[config.mk]
export PLATFORM = sky130hd
export DESIGN_NAME = mem_port_arbiter_flat
export DESIGN_NICKNAME = d
export VERILOG_FILES = /design/src/rtl/mem_port_arbiter_if.sv /design/src/rtl/mem_port_arbiter.sv /design/src/flat_wrapper.sv
export SDC_FILE = /design/constraint.sdc
export NUM_CORES = 1
export LEC_CHECK = 0
export CORE_AREA = 2 2 341 343
export CTS_CLUSTER_DIAMETER = 100
export DETAILED_ROUTE_END_ITERATION = 12
export DIE_AREA = 0 0 343 345
export SYNTH_ARGS = -nofsm -noshare
export SYNTH_HDL_FRONTEND = slang
export SYNTH_SLANG_ARGS = --single-unit
export TNS_END_PERCENT = 1
[constraint.sdc]
create_clock -name clk -period 3.26 [get_ports clk]
set_input_delay 0.978 -clock clk [delete_from_list [all_inputs] [get_ports clk]]
set_output_delay 0.978 -clock clk [all_outputs]
set_load 0.02 [all_outputs]
[src/rtl/mem_port_arbiter_if.sv]
// Line-wide memory port bundle: I-cache and D-cache request sides plus the shared memory side.
// master is the cache/memory environment, slave is the arbiter.
interface mem_port_arbiter_if;
  logic         i_read;
  logic         i_write;
  logic [27:0]  i_addr;
  logic [127:0] i_wdata;
  logic [127:0] i_rdata;
  logic         i_ready;

  logic         d_read;
  logic         d_write;
  logic [27:0]  d_addr;
  logic [127:0] d_wdata;
  logic [127:0] d_rdata;
  logic         d_ready;

  logic         mem_read;
  logic         mem_write;
  logic [27:0]  mem_addr;
  logic [127:0] mem_wdata;
  logic [127:0] mem_rdata;
  logic         mem_ready;

  modport master (
    output i_read, i_write, i_addr, i_wdata,
    output d_read, d_write, d_addr, d_wdata,
    output mem_rdata, mem_ready,
    input  i_rdata, i_ready, d_rdata, d_ready,
    input  mem_read, mem_write, mem_addr, mem_wdata
  );

  modport slave (
    input  i_read, i_write, i_addr, i_wdata,
    input  d_read, d_write, d_addr, d_wdata,
    input  mem_rdata, mem_ready,
    output i_rdata, i_ready, d_rdata, d_ready,
    output mem_read, mem_write, mem_addr, mem_wdata
  );
endinterface

[src/rtl/mem_port_arbiter.sv]
// Shares one 128-bit memory port between I-cache and D-cache: registered grant,
// owner-only ready/rdata routing, one-cycle bus gap, contention count and sticky timeout flag.
module mem_port_arbiter #(
  parameter bit D_PRIORITY = 1'b1,
  parameter int TIMEOUT    = 1023,
  parameter int CNT_W      = 16
) (
  input  logic              clk,
  input  logic              rst_n,
  mem_port_arbiter_if.slave bus,
  output logic [CNT_W-1:0]  contention_cnt,
  output logic              err_timeout
);
  localparam logic [15:0] TIMEOUT_LAST = 16'(TIMEOUT - 1);

  typedef enum logic [1:0] {
    IDLE   = 2'd0,
    BUSY_I = 2'd1,
    BUSY_D = 2'd2,
    GAP    = 2'd3
  } state_e;

  state_e           state_q, state_d;
  logic             i_req, d_req, grant_d, busy;
  logic             i_ready_c, d_ready_c;
  logic             last_d_q;
  logic             mem_read_q, mem_write_q;
  logic [27:0]      mem_addr_q;
  logic [127:0]     mem_wdata_q;
  logic [127:0]     i_rdata_q, d_rdata_q;
  logic [15:0]      wait_q;
  logic [CNT_W-1:0] cnt_q;
  logic             err_q;

  assign i_req = bus.i_read | bus.i_write;
  assign d_req = bus.d_read | bus.d_write;
  assign busy  = (state_q == BUSY_I) || (state_q == BUSY_D);

  // On a tie, fixed priority picks D; round-robin picks whoever was not granted last.
  assign grant_d = d_req & (~i_req | D_PRIORITY | ~last_d_q);

  always_ff @(posedge clk) begin
    if (!rst_n) state_q <= IDLE;
    else        state_q <= state_d;
  end

  always_comb begin
    state_d = state_q;
    unique case (state_q)
      IDLE:           if (i_req || d_req) state_d = grant_d ? BUSY_D : BUSY_I;
      BUSY_I, BUSY_D: if (bus.mem_ready) state_d = GAP;
      GAP:            state_d = IDLE;
      default:        state_d = IDLE;
    endcase
  end

  // Ready is combinational from mem_ready and suppressed while reset is held.
  always_comb begin
    i_ready_c = rst_n & (state_q == BUSY_I) & bus.mem_ready;
    d_ready_c = rst_n & (state_q == BUSY_D) & bus.mem_ready;
  end

  always_ff @(posedge clk) begin
    if (!rst_n) begin
      last_d_q    <= 1'b0;
      mem_read_q  <= 1'b0;
      mem_write_q <= 1'b0;
      mem_addr_q  <= '0;
      mem_wdata_q <= '0;
      i_rdata_q   <= '0;
      d_rdata_q   <= '0;
      wait_q      <= '0;
      cnt_q       <= '0;
      err_q       <= 1'b0;
    end else begin
      if (state_q == IDLE && i_req && d_req && cnt_q != '1)
        cnt_q <= cnt_q + CNT_W'(1);

      if (state_q == IDLE && (i_req || d_req)) begin
        last_d_q    <= grant_d;
        mem_addr_q  <= grant_d ? bus.d_addr  : bus.i_addr;
        mem_wdata_q <= grant_d ? bus.d_wdata : bus.i_wdata;
        mem_write_q <= grant_d ? bus.d_write : bus.i_write;
        mem_read_q  <= grant_d ? (bus.d_read & ~bus.d_write) : (bus.i_read & ~bus.i_write);
      end

      if (busy) begin
        if (wait_q != 16'hFFFF) wait_q <= wait_q + 16'd1;
        if (!bus.mem_ready && wait_q >= TIMEOUT_LAST) err_q <= 1'b1;
        if (bus.mem_ready) begin
          mem_read_q  <= 1'b0;
          mem_write_q <= 1'b0;
        end
      end else begin
        wait_q <= '0;
      end

      if (i_ready_c) i_rdata_q <= bus.mem_rdata;
      if (d_ready_c) d_rdata_q <= bus.mem_rdata;
    end
  end

  assign bus.i_ready   = i_ready_c;
  assign bus.d_ready   = d_ready_c;
  assign bus.i_rdata   = i_ready_c ? bus.mem_rdata : i_rdata_q;
  assign bus.d_rdata   = d_ready_c ? bus.mem_rdata : d_rdata_q;
  assign bus.mem_read  = mem_read_q;
  assign bus.mem_write = mem_write_q;
  assign bus.mem_addr  = mem_addr_q;
  assign bus.mem_wdata = mem_wdata_q;
  assign contention_cnt = cnt_q;
  assign err_timeout    = err_q;
endmodule

[src/flat_wrapper.sv]
// flat-port wrapper written by rule: the top's interface ports become plain ports
module mem_port_arbiter_flat 
#(
  parameter bit D_PRIORITY = 1'b1,
  parameter int TIMEOUT    = 1023,
  parameter int CNT_W      = 16
)
  (clk, rst_n, contention_cnt, err_timeout, bus_i_read, bus_i_write, bus_i_addr, bus_i_wdata, bus_d_read, bus_d_write, bus_d_addr, bus_d_wdata, bus_mem_rdata, bus_mem_ready, bus_i_rdata, bus_i_ready, bus_d_rdata, bus_d_ready, bus_mem_read, bus_mem_write, bus_mem_addr, bus_mem_wdata);
  mem_port_arbiter_if bus_i ();
  input  logic clk;
  input  logic rst_n;
  output logic [CNT_W-1:0] contention_cnt;
  output logic err_timeout;
  input wire logic [$bits(bus_i.i_read)-1:0] bus_i_read;
  input wire logic [$bits(bus_i.i_write)-1:0] bus_i_write;
  input wire logic [$bits(bus_i.i_addr)-1:0] bus_i_addr;
  input wire logic [$bits(bus_i.i_wdata)-1:0] bus_i_wdata;
  input wire logic [$bits(bus_i.d_read)-1:0] bus_d_read;
  input wire logic [$bits(bus_i.d_write)-1:0] bus_d_write;
  input wire logic [$bits(bus_i.d_addr)-1:0] bus_d_addr;
  input wire logic [$bits(bus_i.d_wdata)-1:0] bus_d_wdata;
  input wire logic [$bits(bus_i.mem_rdata)-1:0] bus_mem_rdata;
  input wire logic [$bits(bus_i.mem_ready)-1:0] bus_mem_ready;
  output wire logic [$bits(bus_i.i_rdata)-1:0] bus_i_rdata;
  output wire logic [$bits(bus_i.i_ready)-1:0] bus_i_ready;
  output wire logic [$bits(bus_i.d_rdata)-1:0] bus_d_rdata;
  output wire logic [$bits(bus_i.d_ready)-1:0] bus_d_ready;
  output wire logic [$bits(bus_i.mem_read)-1:0] bus_mem_read;
  output wire logic [$bits(bus_i.mem_write)-1:0] bus_mem_write;
  output wire logic [$bits(bus_i.mem_addr)-1:0] bus_mem_addr;
  output wire logic [$bits(bus_i.mem_wdata)-1:0] bus_mem_wdata;
  assign bus_i.i_read = bus_i_read;
  assign bus_i.i_write = bus_i_write;
  assign bus_i.i_addr = bus_i_addr;
  assign bus_i.i_wdata = bus_i_wdata;
  assign bus_i.d_read = bus_d_read;
  assign bus_i.d_write = bus_d_write;
  assign bus_i.d_addr = bus_d_addr;
  assign bus_i.d_wdata = bus_d_wdata;
  assign bus_i.mem_rdata = bus_mem_rdata;
  assign bus_i.mem_ready = bus_mem_ready;
  assign bus_i_rdata = bus_i.i_rdata;
  assign bus_i_ready = bus_i.i_ready;
  assign bus_d_rdata = bus_i.d_rdata;
  assign bus_d_ready = bus_i.d_ready;
  assign bus_mem_read = bus_i.mem_read;
  assign bus_mem_write = bus_i.mem_write;
  assign bus_mem_addr = bus_i.mem_addr;
  assign bus_mem_wdata = bus_i.mem_wdata;
  mem_port_arbiter #(.D_PRIORITY(D_PRIORITY), .TIMEOUT(TIMEOUT), .CNT_W(CNT_W)) u_core (.clk(clk), .rst_n(rst_n), .bus(bus_i), .contention_cnt(contention_cnt), .err_timeout(err_timeout));
endmodule
==> results <==
synth_stat cells (all sizes together), types with 2 or more instances:
| library cell | n | area (um^2) |
|---|---|---|
| dfxtp | 449 | 8989 |
| and2 | 257 | 1608 |
| mux2 | 256 | 2883 |
| nand2 | 180 | 675.7 |
| nor2 | 171 | 644.4 |
| o21ai | 164 | 820.8 |
| a311oi | 156 | 1366 |
| clkbuf | 105 | 394.1 |
| buf | 63 | 319.0 |
| nand3 | 18 | 90.09 |
| a21oi | 17 | 85.08 |
| mux2i | 14 | 140.1 |
| inv | 12 | 45.04 |
| a211oi | 10 | 80.07 |
| nand2b | 9 | 56.30 |
| nand4 | 8 | 50.05 |
| nor3 | 8 | 40.04 |
| ha | 7 | 87.58 |
| and3 | 6 | 37.54 |
| a31oi | 5 | 31.28 |
| nor4 | 4 | 25.02 |
| or3 | 4 | 25.02 |
| and4 | 3 | 26.28 |
| o211ai | 3 | 22.52 |
| o311ai | 3 | 26.28 |
| o41ai | 3 | 26.28 |
| or4 | 3 | 22.52 |
| a2111o | 2 | 22.52 |
| a21boi | 2 | 15.02 |
| nor2b | 2 | 12.51 |
| o31ai | 2 | 15.01 |
| or4b | 2 | 23.77 |
per-layer routing:
layer	global-route usage [%]	share of wire [%]
met2	20.58	47
met5	0	0.0089
met4	4.180	3.0
met3	3.721	8.3
met1	15.35	42
timing repair:
action / CTS / global route
setup buffers: 15 / 3
resized for setup: 960 / 314
endpoints found under the setup margin: 258 / 253
cloned: 3 / 1
hold buffers: 0 / 0
pin swaps: 1 / 2
layout by cell type, fill, tap and decap left out, types with 13 or more instances in the layout:
cell	n
buf_4	117
mux2i_1	14
mux2_4	67
nor2_1	170
and2_1	257
a21oi_1	17
a311oi_1	156
buf_12	22
nand2_1	180
clkbuf_8	13
nand3_1	16
buf_2	86
clkbuf_1	15
clkbuf_2	28
o21ai_0	164
clkdlybuf4s50_1	617
mux2_2	189
dfxtp_1	447
clkbuf_16	55
buf_6	71
cell families (layout without fill, tap and decap cells):
group / after synthesis / count (layout) / share of synthesized area, %
flops: 449 / 449 / 47.88
compound gates: 371 / 371 / 13.60
fa+ha+maj: 7 / 7 / 0.4665
other cells: 0 / 3 / 0
xor+xnor: 1 / 1 / 0.04666
simple gates: 677 / 677 / 17.87
mux: 270 / 270 / 16.10
buf+inv: 180 / 1077 / 4.039
sequential cells by signal, indices dropped and copies added, names as in the netlist:
| signal | flops |
|---|---|
| u_core.bus.mem_addr | 28 |
| u_core.bus.mem_read | 1 |
| u_core.bus.mem_wdata | 128 |
| u_core.bus.mem_write | 1 |
| u_core.contention_cnt | 16 |
| u_core.d_rdata_q | 128 |
| u_core.err_timeout | 1 |
| u_core.i_rdata_q | 128 |
| u_core.state_q | 2 |
| u_core.wait_q | 16 |
critical path: stages (launching register included):
cell     delay (ps)
dfxtp_2         330
buf_6           120
ha_4            150
nand3_4          70
buf_12          160
buf_12          150
buf_16          170
mux2_2          360
buf_2           160
per-stage QoR:
step                      util, %  setup WS [ps]  cells  instance area, um^2
final                       27.26         -77.11   4379                31380
after floorplan                 -          339.7   1955                18770
after CTS                   27.20         -221.6   4372                31310
after detailed placement    25.67         -779.4   4255                29550
after global routing        27.26         -186.0   4378                31380
after global placement      25.67         -757.6   4255                29550
area by class of cell:
| class | instances | area share, % |
|---|---|---|
| repair buffers | 966 | 29.58 |
| inverters | 12 | 0.1675 |
| diodes | 3 | 0.02392 |
| flip-flops and latches | 449 | 28.66 |
| multi-input cells | 1326 | 29.78 |
| clock inverters | 17 | 0.6579 |
| well taps | 1524 | 6.077 |
| clock buffers | 82 | 5.056 |
worst max-delay path by stage:
| stage | endpoint | slack (ps) | cells after the start |
|---|---|---|---|
| 6_report | bus_d_rdata[106] | -80 | 8 |
| 5_1_grt | bus_i_rdata[121] | -190 | 9 |
| 4_1_cts | bus_i_rdata[19] | -220 | 9 |
| 3_5_place_dp | bus_i_rdata[103] | -780 | 6 |
| 3_3_place_gp | bus_i_rdata[84] | -760 | 6 |
| 2_1_floorplan | bus_d_rdata[100] | 340 | 4 |
where the power goes:
part           internal, mW  total, mW  switching, mW
Sequential             6.57       7.19          0.619
Combinational          4.11       8.87           4.76
Clock                  3.53       6.12           2.59
Total                  14.2       22.2           7.97
==> out/metrics.yaml <==
outcome:
  status: "complete, but fails checks"
  violations: "setup timing"
clocking:
  clkTransAtPathRegs_ps: 60
  cts.sinks: 449
  clkLatencyLatePin_ps: 630
  numCtsBuffers: 54
  cts_buffer_depth: 3
  cts_root_buf: "clkbuf_16"
  cts_tree: "built"
  cts-htree-levels: 2
floorplanning:
  die_h_um: 345
  initial_core_util_pct: 16.31
  die_w_um: 343
  rows: 125
  ios: 880
  core_mm2: 0.1151
  dieArea_mm2: 0.1183
synth:
  syn_area_mm2: 0.01877
  async_reset_ff_share_pct: 0
  yosysSeqAreaShare_pct: 47.88
  synth_nets: 2409
  synthFlopType: "dfxtp_1"
  yosys_warnings: 0
  synth_edf_count: 0
  synth.distinct_cells: 47
  ys_seq_elements: 449
  syn_area_per_cell_um2: 9.603
  syn_inst: 1955
timing:
  holdWs_ps: 487.5
  period_minus_slack_ps: 3337
  fmax_ghz: 0.2997
  worstMarginPinSlew_ps: 1118
  setup_slack_ps: -77.11
  rsz0062_at_grt: "yes"
  finalMaxSlewViolations: 0
  hold_viol: 0
  finalSetupViolCount: 50
  clock-skew-final_ps: 27.15
  min_period_over_period_pct: 102.4
  fin_tns_setup_ps: -1097
  slew_headroom_pct: 25.44
route:
  ant_nets: 0
  dr.pass1.iters: 5
  drt-initial-drc-count: 1030
  routed_wl_mm: 78.46
  wl_per_cell_um: 17.92
  via_per_inst: 4.045
  drc_errors: 0
  vias: 17720
pwr:
  peakVddDrop_mv: 0.3587
  power_mw: 22.17
  leakage_nw: 12.74
  powerDensity_mw_per_mm2: 706.6
cells_and_area:
  area_delta_synth_final_pct: 67.15
  seq_area_mm2: 0.008994
  nFillCells: 12240
  fin_nets: 3263
  final_layout_size_suffix_gt1_share_pct: 24.54
  multi_input_area_mm2: 0.009344
grt:
  groute.usage.overall_pct: 12.47
  antenna_found_initial: 7
  grt_pass1_vias: 17060
  grt_pass1_wl_mm: 112.4
  grt_start_max_net_pins: 254
  overflow: 0
worst_hold_path:
  hp-class: "register to register"
  hold-path-cell-count: 2
  whs_endpoint: "u_core.wait_q[5]$_SDFFE_PN0P_"
  min-delay-start: "u_core.wait_q[5]$_SDFFE_PN0P_"
place:
  port_buffers: 879
  dp_hpwl_mm: 56.89
  place_congestion: 0.8926
job:
  drv_cap: 0
worst_setup_path:
  cp.required_ps: 2280
  endpoint_kind: "primary output"
  r2r_slack_ps: 960
  start_kind: "register"
  r2r_end: "u_core.contention_cnt[13]$_SDFFE_PN0P_"
  crit_start: "u_core.state_q[1]$_SDFFE_PN0P_"
  worstSetupPathType: "register to primary output"
  path_max_fanout: 15
  r2r_start: "u_core.state_q[1]$_SDFFE_PN0P_"
  crit_arrival_ps: 2360
  r2r_cells: 8
Note: power is estimated with default switching activity, not from simulation.
